$ cat src/rtl/ins_fetch_ctrl_if.sv
// ins_fetch_ctrl_if: groups the fetch controller's memory, decode and redirect signals.
//   master : the fetch controller (drives mem_req/mem_addr, out_*, misalign_err, halted)
//   slave  : the surrounding system (drives fetch_en, mem_rdata, out_ready, redirect_*)
// Signals:
//   fetch_en        allows new fetch issue
//   mem_req         issue strobe, mem_addr valid this cycle
//   mem_addr  [32]  word-aligned byte address to instruction memory
//   mem_rdata [32]  instruction word, valid the cycle after mem_req
//   out_valid       head of the output buffer is valid
//   out_ready       decode accepts the head
//   out_instr [32]  head instruction
//   out_pc    [32]  PC of the head instruction
//   redirect_valid  one-cycle branch/jump redirect request
//   redirect_pc [32] redirect target
//   misalign_err    one-cycle pulse after a misaligned redirect target
//   halted          controller is halted at end of image
interface ins_fetch_ctrl_if;
  logic        fetch_en;
  logic        mem_req;
  logic [31:0] mem_addr;
  logic [31:0] mem_rdata;
  logic        out_valid;
  logic        out_ready;
  logic [31:0] out_instr;
  logic [31:0] out_pc;
  logic        redirect_valid;
  logic [31:0] redirect_pc;
  logic        misalign_err;
  logic        halted;

  modport master (
    input  fetch_en, mem_rdata, out_ready, redirect_valid, redirect_pc,
    output mem_req, mem_addr, out_valid, out_instr, out_pc, misalign_err, halted
  );

  modport slave (
    output fetch_en, mem_rdata, out_ready, redirect_valid, redirect_pc,
    input  mem_req, mem_addr, out_valid, out_instr, out_pc, misalign_err, halted
  );
endinterface

$ cat src/rtl/ins_fetch_ctrl.sv
// ins_fetch_ctrl: instruction fetch sequencer. Owns the PC, issues word reads to
// an instruction memory with 1-cycle read latency, and buffers {pc, instr} in a
// small FIFO toward decode. Handles redirects, fetch enable and end-of-image halt.
// Ports:
//   del_clk  clock, all state updates on posedge
//   rst      synchronous active-high reset
//   bus      ins_fetch_ctrl_if.master (memory, decode and redirect signals)
// mem_req/mem_addr are combinational (issue decision and current PC); out_* are
// read straight from the FIFO registers.
module ins_fetch_ctrl #(
  parameter logic [31:0] RESET_PC   = 32'h0,
  parameter int unsigned MEM_BYTES  = 16,
  parameter int unsigned FIFO_DEPTH = 2
) (
  input logic              del_clk,
  input logic              rst,
  ins_fetch_ctrl_if.master bus
);

  localparam int unsigned PTR_W     = (FIFO_DEPTH > 1) ? $clog2(FIFO_DEPTH) : 1;
  localparam int unsigned CNT_W     = $clog2(FIFO_DEPTH + 1);
  localparam logic [31:0] MEM_LIMIT = 32'(MEM_BYTES);
  localparam logic [PTR_W-1:0] PTR_LAST = PTR_W'(FIFO_DEPTH - 1);

  typedef enum logic [1:0] {
    ST_IDLE = 2'd0,
    ST_RUN  = 2'd1,
    ST_HALT = 2'd2
  } state_e;

  typedef struct packed {
    logic [31:0] pc;
    logic [31:0] instr;
  } fetch_entry_t;

  state_e           state_q, state_d;
  logic [31:0]      pc_q, pc_d;
  logic [31:0]      inflight_pc_q, inflight_pc_d;
  logic             inflight_q, inflight_d;
  logic             misalign_q, misalign_d;
  logic [PTR_W-1:0] rd_ptr_q, rd_ptr_d;
  logic [PTR_W-1:0] wr_ptr_q, wr_ptr_d;
  logic [CNT_W-1:0] count_q, count_d;
  fetch_entry_t     fifo_q [FIFO_DEPTH];

  logic        out_valid_c;
  logic        issue_c;
  logic        push_c;
  logic        pop_c;
  logic [31:0] pc_inc_c;
  logic [31:0] redir_pc_c;
  logic        redir_in_range_c;
  logic [31:0] occupancy_c;

  function automatic logic [PTR_W-1:0] ptr_inc(input logic [PTR_W-1:0] p);
    return (p == PTR_LAST) ? '0 : p + PTR_W'(1);
  endfunction

  // Issue decision, FIFO bookkeeping, PC update and FSM next state.
  always_comb begin
    state_d       = state_q;
    pc_d          = pc_q;
    rd_ptr_d      = rd_ptr_q;
    wr_ptr_d      = wr_ptr_q;
    count_d       = count_q;

    out_valid_c      = (count_q != '0);
    pop_c            = out_valid_c & bus.out_ready;
    pc_inc_c         = pc_q + 32'd4;
    redir_pc_c       = {bus.redirect_pc[31:2], 2'b00};
    redir_in_range_c = (redir_pc_c < MEM_LIMIT);
    // Credit check: entries held plus the word still in flight, less this cycle's pop.
    occupancy_c      = 32'(count_q) + 32'(inflight_q) - 32'(pop_c);
    issue_c          = (state_q == ST_RUN) & ~bus.redirect_valid
                       & (occupancy_c < 32'(FIFO_DEPTH));
    // A redirect squashes the word returning this cycle.
    push_c           = inflight_q & ~bus.redirect_valid;

    inflight_d    = issue_c;
    inflight_pc_d = issue_c ? pc_q : inflight_pc_q;
    misalign_d    = bus.redirect_valid & (bus.redirect_pc[1:0] != 2'b00);

    if (bus.redirect_valid) begin
      pc_d     = redir_pc_c;
      rd_ptr_d = '0;
      wr_ptr_d = '0;
      count_d  = '0;
      if (!redir_in_range_c) begin
        state_d = ST_HALT;
      end else if (state_q == ST_HALT || bus.fetch_en) begin
        state_d = ST_RUN;
      end else begin
        state_d = ST_IDLE;
      end
    end else begin
      if (push_c) wr_ptr_d = ptr_inc(wr_ptr_q);
      if (pop_c)  rd_ptr_d = ptr_inc(rd_ptr_q);
      count_d = count_q + CNT_W'(push_c) - CNT_W'(pop_c);
      if (issue_c) pc_d = pc_inc_c;

      unique case (state_q)
        ST_IDLE: begin
          if (bus.fetch_en) state_d = ST_RUN;
        end
        ST_RUN: begin
          // End-of-image takes precedence over a fetch_en drop in the same cycle.
          if ((issue_c && (pc_inc_c >= MEM_LIMIT)) || (!issue_c && (pc_q >= MEM_LIMIT))) begin
            state_d = ST_HALT;
          end else if (!bus.fetch_en) begin
            state_d = ST_IDLE;
          end
        end
        ST_HALT: begin
          state_d = ST_HALT;
        end
        default: begin
          state_d = ST_IDLE;
        end
      endcase
    end
  end

  // Control state registers.
  always_ff @(posedge del_clk) begin
    if (rst) begin
      state_q       <= ST_IDLE;
      pc_q          <= RESET_PC;
      inflight_q    <= 1'b0;
      inflight_pc_q <= RESET_PC;
      misalign_q    <= 1'b0;
      rd_ptr_q      <= '0;
      wr_ptr_q      <= '0;
      count_q       <= '0;
    end else begin
      state_q       <= state_d;
      pc_q          <= pc_d;
      inflight_q    <= inflight_d;
      inflight_pc_q <= inflight_pc_d;
      misalign_q    <= misalign_d;
      rd_ptr_q      <= rd_ptr_d;
      wr_ptr_q      <= wr_ptr_d;
      count_q       <= count_d;
    end
  end

  // FIFO storage; contents are only meaningful where count_q says so.
  always_ff @(posedge del_clk) begin
    if (push_c && !rst) begin
      fifo_q[wr_ptr_q] <= '{pc: inflight_pc_q, instr: bus.mem_rdata};
    end
  end

  assign bus.mem_req      = issue_c;
  assign bus.mem_addr     = pc_q;
  assign bus.out_valid    = out_valid_c;
  assign bus.out_instr    = fifo_q[rd_ptr_q].instr;
  assign bus.out_pc       = fifo_q[rd_ptr_q].pc;
  assign bus.misalign_err = misalign_q;
  assign bus.halted       = (state_q == ST_HALT);

endmodule
$ cat src/flat_wrapper.sv
// flat-port wrapper written by rule: the top's interface ports become plain ports
module ins_fetch_ctrl_flat 
#(
  parameter logic [31:0] RESET_PC   = 32'h0,
  parameter int unsigned MEM_BYTES  = 16,
  parameter int unsigned FIFO_DEPTH = 2
)
  (del_clk, rst, bus_fetch_en, bus_mem_rdata, bus_out_ready, bus_redirect_valid, bus_redirect_pc, bus_mem_req, bus_mem_addr, bus_out_valid, bus_out_instr, bus_out_pc, bus_misalign_err, bus_halted);
  ins_fetch_ctrl_if bus_i ();
  input logic del_clk;
  input logic rst;
  input wire logic [$bits(bus_i.fetch_en)-1:0] bus_fetch_en;
  input wire logic [$bits(bus_i.mem_rdata)-1:0] bus_mem_rdata;
  input wire logic [$bits(bus_i.out_ready)-1:0] bus_out_ready;
  input wire logic [$bits(bus_i.redirect_valid)-1:0] bus_redirect_valid;
  input wire logic [$bits(bus_i.redirect_pc)-1:0] bus_redirect_pc;
  output wire logic [$bits(bus_i.mem_req)-1:0] bus_mem_req;
  output wire logic [$bits(bus_i.mem_addr)-1:0] bus_mem_addr;
  output wire logic [$bits(bus_i.out_valid)-1:0] bus_out_valid;
  output wire logic [$bits(bus_i.out_instr)-1:0] bus_out_instr;
  output wire logic [$bits(bus_i.out_pc)-1:0] bus_out_pc;
  output wire logic [$bits(bus_i.misalign_err)-1:0] bus_misalign_err;
  output wire logic [$bits(bus_i.halted)-1:0] bus_halted;
  assign bus_i.fetch_en = bus_fetch_en;
  assign bus_i.mem_rdata = bus_mem_rdata;
  assign bus_i.out_ready = bus_out_ready;
  assign bus_i.redirect_valid = bus_redirect_valid;
  assign bus_i.redirect_pc = bus_redirect_pc;
  assign bus_mem_req = bus_i.mem_req;
  assign bus_mem_addr = bus_i.mem_addr;
  assign bus_out_valid = bus_i.out_valid;
  assign bus_out_instr = bus_i.out_instr;
  assign bus_out_pc = bus_i.out_pc;
  assign bus_misalign_err = bus_i.misalign_err;
  assign bus_halted = bus_i.halted;
  ins_fetch_ctrl #(.RESET_PC(RESET_PC), .MEM_BYTES(MEM_BYTES), .FIFO_DEPTH(FIFO_DEPTH)) u_core (.del_clk(del_clk), .rst(rst), .bus(bus_i));
endmodule
$ cat config.mk
export PLATFORM = sky130hd
export DESIGN_NAME = ins_fetch_ctrl_flat
export DESIGN_NICKNAME = d
export VERILOG_FILES = /design/src/rtl/ins_fetch_ctrl_if.sv /design/src/rtl/ins_fetch_ctrl.sv /design/src/flat_wrapper.sv
export SDC_FILE = /design/constraint.sdc
export NUM_CORES = 1
export LEC_CHECK = 0
export BUFFER_PORTS_ARGS = -buffer_cell sky130_fd_sc_hd__buf_2
export CAP_MARGIN = 20
export CORE_MARGIN = 2
export CORE_UTILIZATION = 50
export DETAILED_ROUTE_END_ITERATION = 7
export PLACE_DENSITY = 0.81
export SLEW_MARGIN = 20
export SYNTH_ARGS = -nofsm -noshare
export SYNTH_HDL_FRONTEND = slang
export SYNTH_SLANG_ARGS = --single-unit
$ cat constraint.sdc
create_clock -name del_clk -period 3.9 [get_ports del_clk]
set_input_delay 0.585 -clock del_clk [delete_from_list [all_inputs] [get_ports del_clk]]
set_output_delay 0.585 -clock del_clk [all_outputs]
set_load 0.01 [all_outputs]
; ---- Yosys cells after proc, flatten, opt, wreduce, memory -nomap -nowiden
; Memory sizes are Yosys's and may differ from the RTL's. A register that Yosys moved wholly into a read port is not among the register bits.
; Index checks and enable logic that the tools add are counted.
[classes]
bitwise_logic = 6
n_eq_ne = 4
addsub = 7
reduce_logical = 13
magnitude_cmp = 4
muxes = 15
[ops]
columns = operator, count
row1 = $ge A32 B5 Y1 const B, 2
row2 = $mux W32, 2
row3 = $add A32 B3 Y32 const B, 1
row4 = $lt A32 B2 Y1 const B, 1
row5 = $lt A32 B5 Y1 const B, 1
row6 = $sub A32 B1 Y32, 1
row7 = $mux W2, 5
row8 = $mux W1, 7
row9 = $pmux W2 S3, 1
row10 = $reduce_bool A2 Y1, 3
row11 = $and A1 B1 Y1, 5
row12 = $ne A4 B4 Y1 const B, 1
row13 = $add A2 B1 Y3, 1
row14 = $logic_and A1 B1 Y1, 3
row15 = $ne A3 B3 Y1 const B, 1
row16 = $add A1 B1 Y1 const B, 2
row17 = $add A2 B1 Y2, 1
row18 = $eq A2 B1 Y1 const B, 1
row19 = $eq A2 B2 Y1 const B, 1
row20 = $logic_not A1 Y1, 2
row21 = $logic_not A2 Y1, 1
row22 = $logic_or A1 B1 Y1, 2
row23 = $reduce_and A2 Y1, 1
row24 = $reduce_or A2 Y1, 1
row25 = other kinds (2), 2
[totals]
output_inout_bits = 100
word_cells = 59
n_memories = 1
ram_bits = 128
ff_bits = 72
[memory_table]
columns = name, depth, width, rd, rd_clocked_by_memory_dff, wr, line_no
row1 = u_core.fifo_q, 2, 64, 1, 1, 1, ins_fetch_ctrl.sv:44  ; fetch_entry_t fifo_q [FIFO_DEPTH];

; ---- Longest topological paths before layout
; Gate-level depths: netlist (run 1).
[logic_depth]
depth_word = 11
mapped_depth = 14

; ---- Least setup slack after synthesis (run 1)
; OpenSTA, ideal clock, no wires.
[synth_timing]
path_type = input port to flip-flop
start = in bus_redirect_valid
end = mem u_core.fifo_q[0][0] (netlist name), enable pin
t_required_ps = 3417
path_stages = 5
t_arrival_ps = 3769
path_slack_ps = -352
path_cell_list = clkbuf_1 > clkbuf_1 > nor2_1 > nand2_1 > nor2_1
[synth_via]
elab_chain_cells = 5
[synth_lines]
columns = element, line_no
row1 = from (decl), flat_wrapper.sv:15  ; input wire logic [$bits(bus_i.redirect_valid)-1:0] bus_redirect_valid;
row2 = $not A1 Y1, ins_fetch_ctrl.sv:77  ; push_c = inflight_q & ~bus.redirect_valid;
row3 = $and A1 B1 Y1, ins_fetch_ctrl.sv:77
row4 = $logic_and A1 B1 Y1, ins_fetch_ctrl.sv:148  ; if (push_c && !rst) begin
row5 = $mux W1, ins_fetch_ctrl.sv:148
row6 = $mux W1 (implied by the code), ins_fetch_ctrl.sv:149  ; fifo_q[wr_ptr_q] <= '{pc: inflight_pc_q, instr: bus.mem_rdata};
row7 = to (decl), ins_fetch_ctrl.sv:44
; Every way passes these cells.

; ---- Final worst setup path (run 1)
[layout_timing]
start = reg u_core.count_q[1]
end = out bus_mem_req
[layout_via]
elab_chain_cells = 5
elab_cells_between_ends = 6
[layout_lines]
columns = element, line_no
row1 = from (decl), ins_fetch_ctrl.sv:43  ; logic [CNT_W-1:0] count_q, count_d;
row2 = from (signal assigned), ins_fetch_ctrl.sv:142  ; count_q <= count_d;
row3 = "parallel branches: the longest is 2 deep, another holds $add A2 B1 Y3", -
row4 = $sub A32 B1 Y32 *, ins_fetch_ctrl.sv:73  ; occupancy_c = 32'(count_q) + 32'(inflight_q) - 32'(pop_c);
row5 = $lt A32 B2 Y1 *, ins_fetch_ctrl.sv:75  ; & (occupancy_c < 32'(FIFO_DEPTH));
row6 = $and A1 B1 Y1 *, ins_fetch_ctrl.sv:75
row7 = to (decl), flat_wrapper.sv:17  ; output wire logic [$bits(bus_i.mem_req)-1:0] bus_mem_req;
; Mark *: on every way between the ends.

==> results of run 1 <==
==> sequential cells by signal, indices dropped and copies added, names as in the netlist, named ones only <==
register                 count
u_core.inflight_pc_q        30
u_core.fifo_q              124
u_core.bus.mem_addr         30
u_core.count_q               2
u_core.bus.misalign_err      1
u_core.state_q               2
u_core.wr_ptr_q              1
u_core.inflight_q            1
u_core.rd_ptr_q              1
==> synthesized netlist by cell type (5+ instances only) <==
cell type / n
nand4_1: 11
buf_6: 7
and2_1: 6
and3_1: 11
buf_1: 6
nor2_1: 36
edfxtp_1: 124
inv_1: 13
nor4_1: 15
o21ai_0: 26
nor3b_1: 6
ha_1: 10
xor2_1: 8
nor3_1: 26
nand3_1: 10
a22oi_1: 5
a221oi_1: 7
mux2_2: 63
xnor2_1: 11
clkbuf_1: 32
nor2b_1: 5
buf_4: 11
nand2_1: 95
a31oi_1: 9
a21oi_1: 60
dfxtp_1: 69
==> layout make-up <==
class,instances,area [µm²]
Multi-Input combinational cell,462,3030
Clock inverter,12,148
Sequential cell,193,5110
Tap cell,220,275
Fill cell,1328,6620
Inverter,13,48.8
Timing Repair Buffer,172,893
Clock buffer,20,468
==> routing by layer <==
layer | vias to the layer above | wire (µm)
met3 | 47 | 1330
met2 | 259 | 9010
met4 | 0 | 476
li1 | 2908 | -
met5 | - | 0
met1 | 2884 | 8210
==> kinds of logic after synthesis <==
logic type,Yosys count
compound gates,123
xor+xnor,19
fa+ha+maj,11
buf+inv,74
flops,193
mux,66
other cells,1
simple gates,239
==> worst max-delay path: stages, from the launching register on <==
cell	delay (ps)
dfxtp_1	330
o21ai_0	430
nor2_1	150
fa_1	390
nor3b_1	170
o21ai_4	260
clkinv_1	450
buf_2	260
==> stage by stage <==
stage                     std cells   util  total power (µW)  hold WS (ps)  instance area (µm²)
final                          1092  0.601              4190           343                 9970
after global routing           1092  0.601              4330           322                 9970
after CTS                      1092  0.601              4220           325                 9970
after detailed placement       1060  0.564              2460           441                 9350
after global placement         1060  0.564              2450           430                 9350
after floorplan                 729      -              2380           425                 8500
==> power by group <==
group	switching (µW)	internal (µW)
combinational	106	82.4
clock	761	1010
sequential	51.9	2180
==> path summary, 6_finish.rpt <==
check                          to  slack, ps  depth (start not counted)
max                   bus_mem_req        450                          7
min          u_core.fifo_q[1][27]        340                          1
max reg2reg     u_core.state_q[0]        660                         10
min reg2reg  u_core.fifo_q[0][37]        460                          0
==> out/results.ini, run 1 <==
[outcome]
status = complete, no violations

[clock_network]
cts-buffers-inserted = 17
clock_latency_ps = 430
cts_tree = done
cts.sinks = 193
clk_pin_slew_ps = 70
clock_path_buffers = 2
cts_hold_buf = 0
clockRootBuffer = clkbuf_16
post_cts_buffers = 0
cts_resized = 0
cts_max_level = 4

[sta]
worst_pin_slew_ps = 926
slew_viol_final = 0
skew_ps = 11.0
period_needed_ps = 3450
rsz0062_at_grt = no
hold_viol_final = 0
fin_ws_ps = 448
finalCritPeriodShare = 0.885
fin_tns_setup_ps = 0
fmax_mhz = 290
setup_viol = 0
slew_headroom = 0.382

[floorplanning]
die_h_um = 134
initial_utilization = 0.512
fp.dieW_um = 134
pin_count = 169
rows = 47
die_area_um2 = 18000
fp.coreArea_um2 = 16600

[global_routing]
grt_pass1_wl_um = 30000
grt_max_degree = 70
busiest_layer = met2
use_met1 = 0.277
antenna_found_initial = 0
grt_use_total = 0.213
met3_usage = 0.0522
gr-usage-met2 = 0.342
grt-ovfl-total = 0
grt_pass1_vias = 5891

[detailed_routing]
drt_iter0_drc = 529
post_drt_wl_per_cell_um = 17.4
drc = 0
routed_wirelength_um = 19000
drtAntennaViolNets = 0
via_count = 6098
dr.pass1.iters = 7
routed_via_density = 5.58

[synth]
synth_top_family_by_area = simple AND/OR/NAND/NOR gates
synth_ff_type = edfxtp_1
synth_compound_area_frac = 0.0858
synthXorXnorAreaFrac = 0.0196
yosysSeqAreaShare = 0.602
synth_cells = 726
synth_fa_ha_area_frac = 0.0171
synth_top_area_cell = edfxtp_1
yosys_warnings = 0
netlist_area_um2 = 8480
yosys.area.top_type_share = 0.439
synthMuxAreaShare = 0.0872
postSynthAreaPerCell_um2 = 11.7
synth-seq-cells = 193
synth.distinct_cells = 58
async_flop_share = 0
synth-edff-count = 124
synthSimpleGateAreaFrac = 0.142
synthTopCellsByArea = edfxtp_1 44%, dfxtp_1 16%, mux2_2 8.4%

[placement]
hpwl_um = 12300
routabilityCongestion = 0.853
post-place-ws_ps = 574
port_buffers = 164

[hold_path]
hp-class = in -> reg
hold_start = bus_mem_rdata[27]

[power_and_ir_drop]
ir_worst_vdd_v = 0.000300
leakagePower_uw = 0.00358
pwr_density_cell_nw_per_um2 = 421

[worst_setup_path]
start_kind = flop
worst_setup_path_end_kind = output port
cp.arrival_ps = 2870
crit_type = reg -> out
cp-startpoint = u_core.count_q[1]
worstPathMaxFanout = 23
cp_data_required_time_ps = 3310
r2r-start = u_core.count_q[1]

[cells_and_area]
layout-drive-gt1-share = 0.322
area_delta_synth_final_pct = 17.5
mostFrequentLayoutCells = 164 x buf_2, 124 x edfxtp_1, 95 x nand2_1
final_nets = 939
antenna_cells = 0
layout_commonest_cell = buf_2

[flow_run]
max_cap_violations = 0

No activity file was read; power rests on OpenSTA's default activity.
==> inputs of run 2 (changes only) <==
--- a/config.mk
+++ b/config.mk
@@ -7,10 +7,12 @@
 export LEC_CHECK = 0
 export BUFFER_PORTS_ARGS = -buffer_cell sky130_fd_sc_hd__buf_2
 export CAP_MARGIN = 20
+export CELL_PAD_IN_SITES_DETAIL_PLACEMENT = 0
+export CELL_PAD_IN_SITES_GLOBAL_PLACEMENT = 2
 export CORE_MARGIN = 2
-export CORE_UTILIZATION = 50
+export CORE_UTILIZATION = 32
 export DETAILED_ROUTE_END_ITERATION = 7
-export PLACE_DENSITY = 0.81
+export PLACE_DENSITY = 0.8
 export SLEW_MARGIN = 20
 export SYNTH_ARGS = -nofsm -noshare
 export SYNTH_HDL_FRONTEND = slang
==> run 2 against run 1 <==
  * Sequential share of layout area decreased by 1.0 points
  * Largest cell class unchanged
  * Maximum frequency decreased by 1.5%
  * Sequential power about the same
  * Cell count increased by 11%
  * Core utilization decreased by 21 points
  * Highest routed layer unchanged
==> out/results.ini, run 2 (same netlist as run 1, synthesis figures left out) <==
[placement]
port_buffers = 164  ; unchanged
placed_cells = 1176  ; +11%
post-place-ws_ps = 616  ; +42.3 ps
routabilityCongestion = 0.805  ; -5.6%
hpwl_um = 14100  ; +14%

[global_routing]
grt_max_degree = 70  ; unchanged
gr-usage-met2 = 0.259  ; -0.0836
grt-ovfl-total = 0  ; unchanged
grt_pass1_wl_um = 34300  ; +14%
met3_usage = 0.0323  ; -0.0198
grt_use_total = 0.158  ; -0.0547
grt_pass1_vias = 5970  ; +1.3%
use_met1 = 0.217  ; -0.0592
antenna_found_initial = 0  ; unchanged
busiest_layer = met2

[sta]
rsz0062_at_grt = no
setup_viol = 0  ; unchanged
worst_pin_slew_ps = 949  ; +22.6 ps
fmax_mhz = 285  ; -1.5%
skew_ps = 16.2  ; +5.14 ps
slew_headroom = 0.367  ; -0.0150
period_needed_ps = 3500  ; +52.6 ps
hold_viol_final = 0  ; unchanged
slew_viol_final = 0  ; unchanged
fin_tns_setup_ps = 0  ; unchanged
finalCritPeriodShare = 0.899  ; +0.0135
fin_ws_ps = 395  ; -52.6 ps

[detailed_routing]
via_count = 6003  ; -1.6%
routed_wirelength_um = 22000  ; +16%
routed_via_density = 4.97  ; -11%
drt_iter0_drc = 465  ; -12%
dr.pass1.iters = 5  ; -2
drtAntennaViolNets = 0  ; unchanged
drc = 0  ; unchanged
post_drt_wl_per_cell_um = 18.2  ; +4.7%

[cells_and_area]
antenna_cells = 0  ; unchanged
fillers = 2625  ; +98%
layout_commonest_cell = buf_2
seq_area_um2 = 5110  ; unchanged
mostFrequentLayoutCells = 164 x buf_2, 124 x edfxtp_1, 95 x nand2_1
multi_input_area_um2 = 3030  ; about the same
top_register = u_core.fifo_q
largest_reg_flops = 124  ; unchanged
finalNonFillerCells = 1208  ; +11%
final_core_util = 0.390  ; -0.211
layout-drive-gt1-share = 0.326  ; +0.00421
final_nets = 940  ; +0.11%
area_delta_synth_final_pct = 19.9

[clock_network]
clk_pin_slew_ps = 80  ; about the same
cts_hold_buf = 0  ; unchanged
cts_max_level = 4  ; unchanged
cts-buffers-inserted = 17  ; unchanged
cts_tree = done
cts.sinks = 193  ; unchanged
cts_resized = 0  ; unchanged
clock_latency_ps = 440  ; about the same
clock_path_buffers = 2  ; unchanged
post_cts_buffers = 0  ; unchanged
clockRootBuffer = clkbuf_16

[worst_setup_path]
cp.arrival_ps = 2920  ; +50 ps
worst_setup_path_end_kind = output port
worstPathMaxFanout = 21  ; -8.7%
cp_data_required_time_ps = 3310  ; about the same
crit_type = reg -> out
start_kind = flop

[floorplanning]
fp.coreArea_um2 = 26100  ; +57%
rows = 59  ; +26%
die_h_um = 167  ; +24%
fp.dieW_um = 167  ; +24%
die_area_um2 = 27800  ; +54%
initial_utilization = 0.326  ; -0.186
pin_count = 169  ; unchanged

[flow_run]
max_cap_violations = 0  ; unchanged

[power_and_ir_drop]
p_total_uw = 4390  ; +4.7%
ir_worst_vdd_v = 0.000296  ; -1.6%
pwr_density_cell_nw_per_um2 = 432  ; +2.6%
leakagePower_uw = 0.00362  ; +1.2%

[outcome]
status = complete, no violations

[hold_path]
hp-class = in -> reg

run 2: final timing paths:
kind	start	slack, ps	cells after the start	end
setup / recovery	u_core.inflight_q	400	11	bus_mem_req
hold / removal	bus_mem_rdata[17]	340	1	u_core.fifo_q[1][17]
setup reg to reg	u_core.inflight_q	740	12	u_core.bus.mem_addr[4]
hold reg to reg	u_core.inflight_pc_q[16]	460	0	u_core.fifo_q[0][48]
run 2: per-layer routing:
| metal | routed length, µm | share of wire |
|---|---|---|
| met1 | 10600 | 0.48 |
| met2 | 10300 | 0.47 |
| met3 | 905 | 0.041 |
| met4 | 216 | 0.0098 |
| met5 | 0 | 0 |
run 2: final cells by class:
cell class	count	area share
Clock inverter	15	0.0237
Multi-Input combinational cell	462	0.298
Sequential cell	193	0.502
Tap cell	335	0.0412
Timing Repair Buffer	173	0.0886
Inverter	13	0.00480
Clock buffer	17	0.0418
run 2: through the flow:
stage | hold slack, ps | instance area [µm²]
6_report | 340 | 10200
5_1_grt | 317 | 10200
3_3_place_gp | 430 | 9500
4_1_cts | 319 | 10200
2_1_floorplan | 425 | 8500
3_5_place_dp | 437 | 9500
run 2: report_power, final:
group / total, µW / leakage (µW) / internal [µW] / switching (µW)
Combinational: 194 / 0.00160 / 82.6 / 112
Clock: 1970 / 0.000326 / 1110 / 855
Sequential: 2230 / 0.00169 / 2180 / 53.2
Total: 4390 / 0.00362 / 3370 / 1020
run 2: worst max-delay path: stages (launching register included):
cell and delay [ps]:
dfxtp_1 410, ha_1 200, inv_1 90, ha_1 290, inv_1 40, ha_1 170
ha_1 170, nor3b_1 320, o21ai_4 230, inv_2 130, buf_4 260, buf_2 180
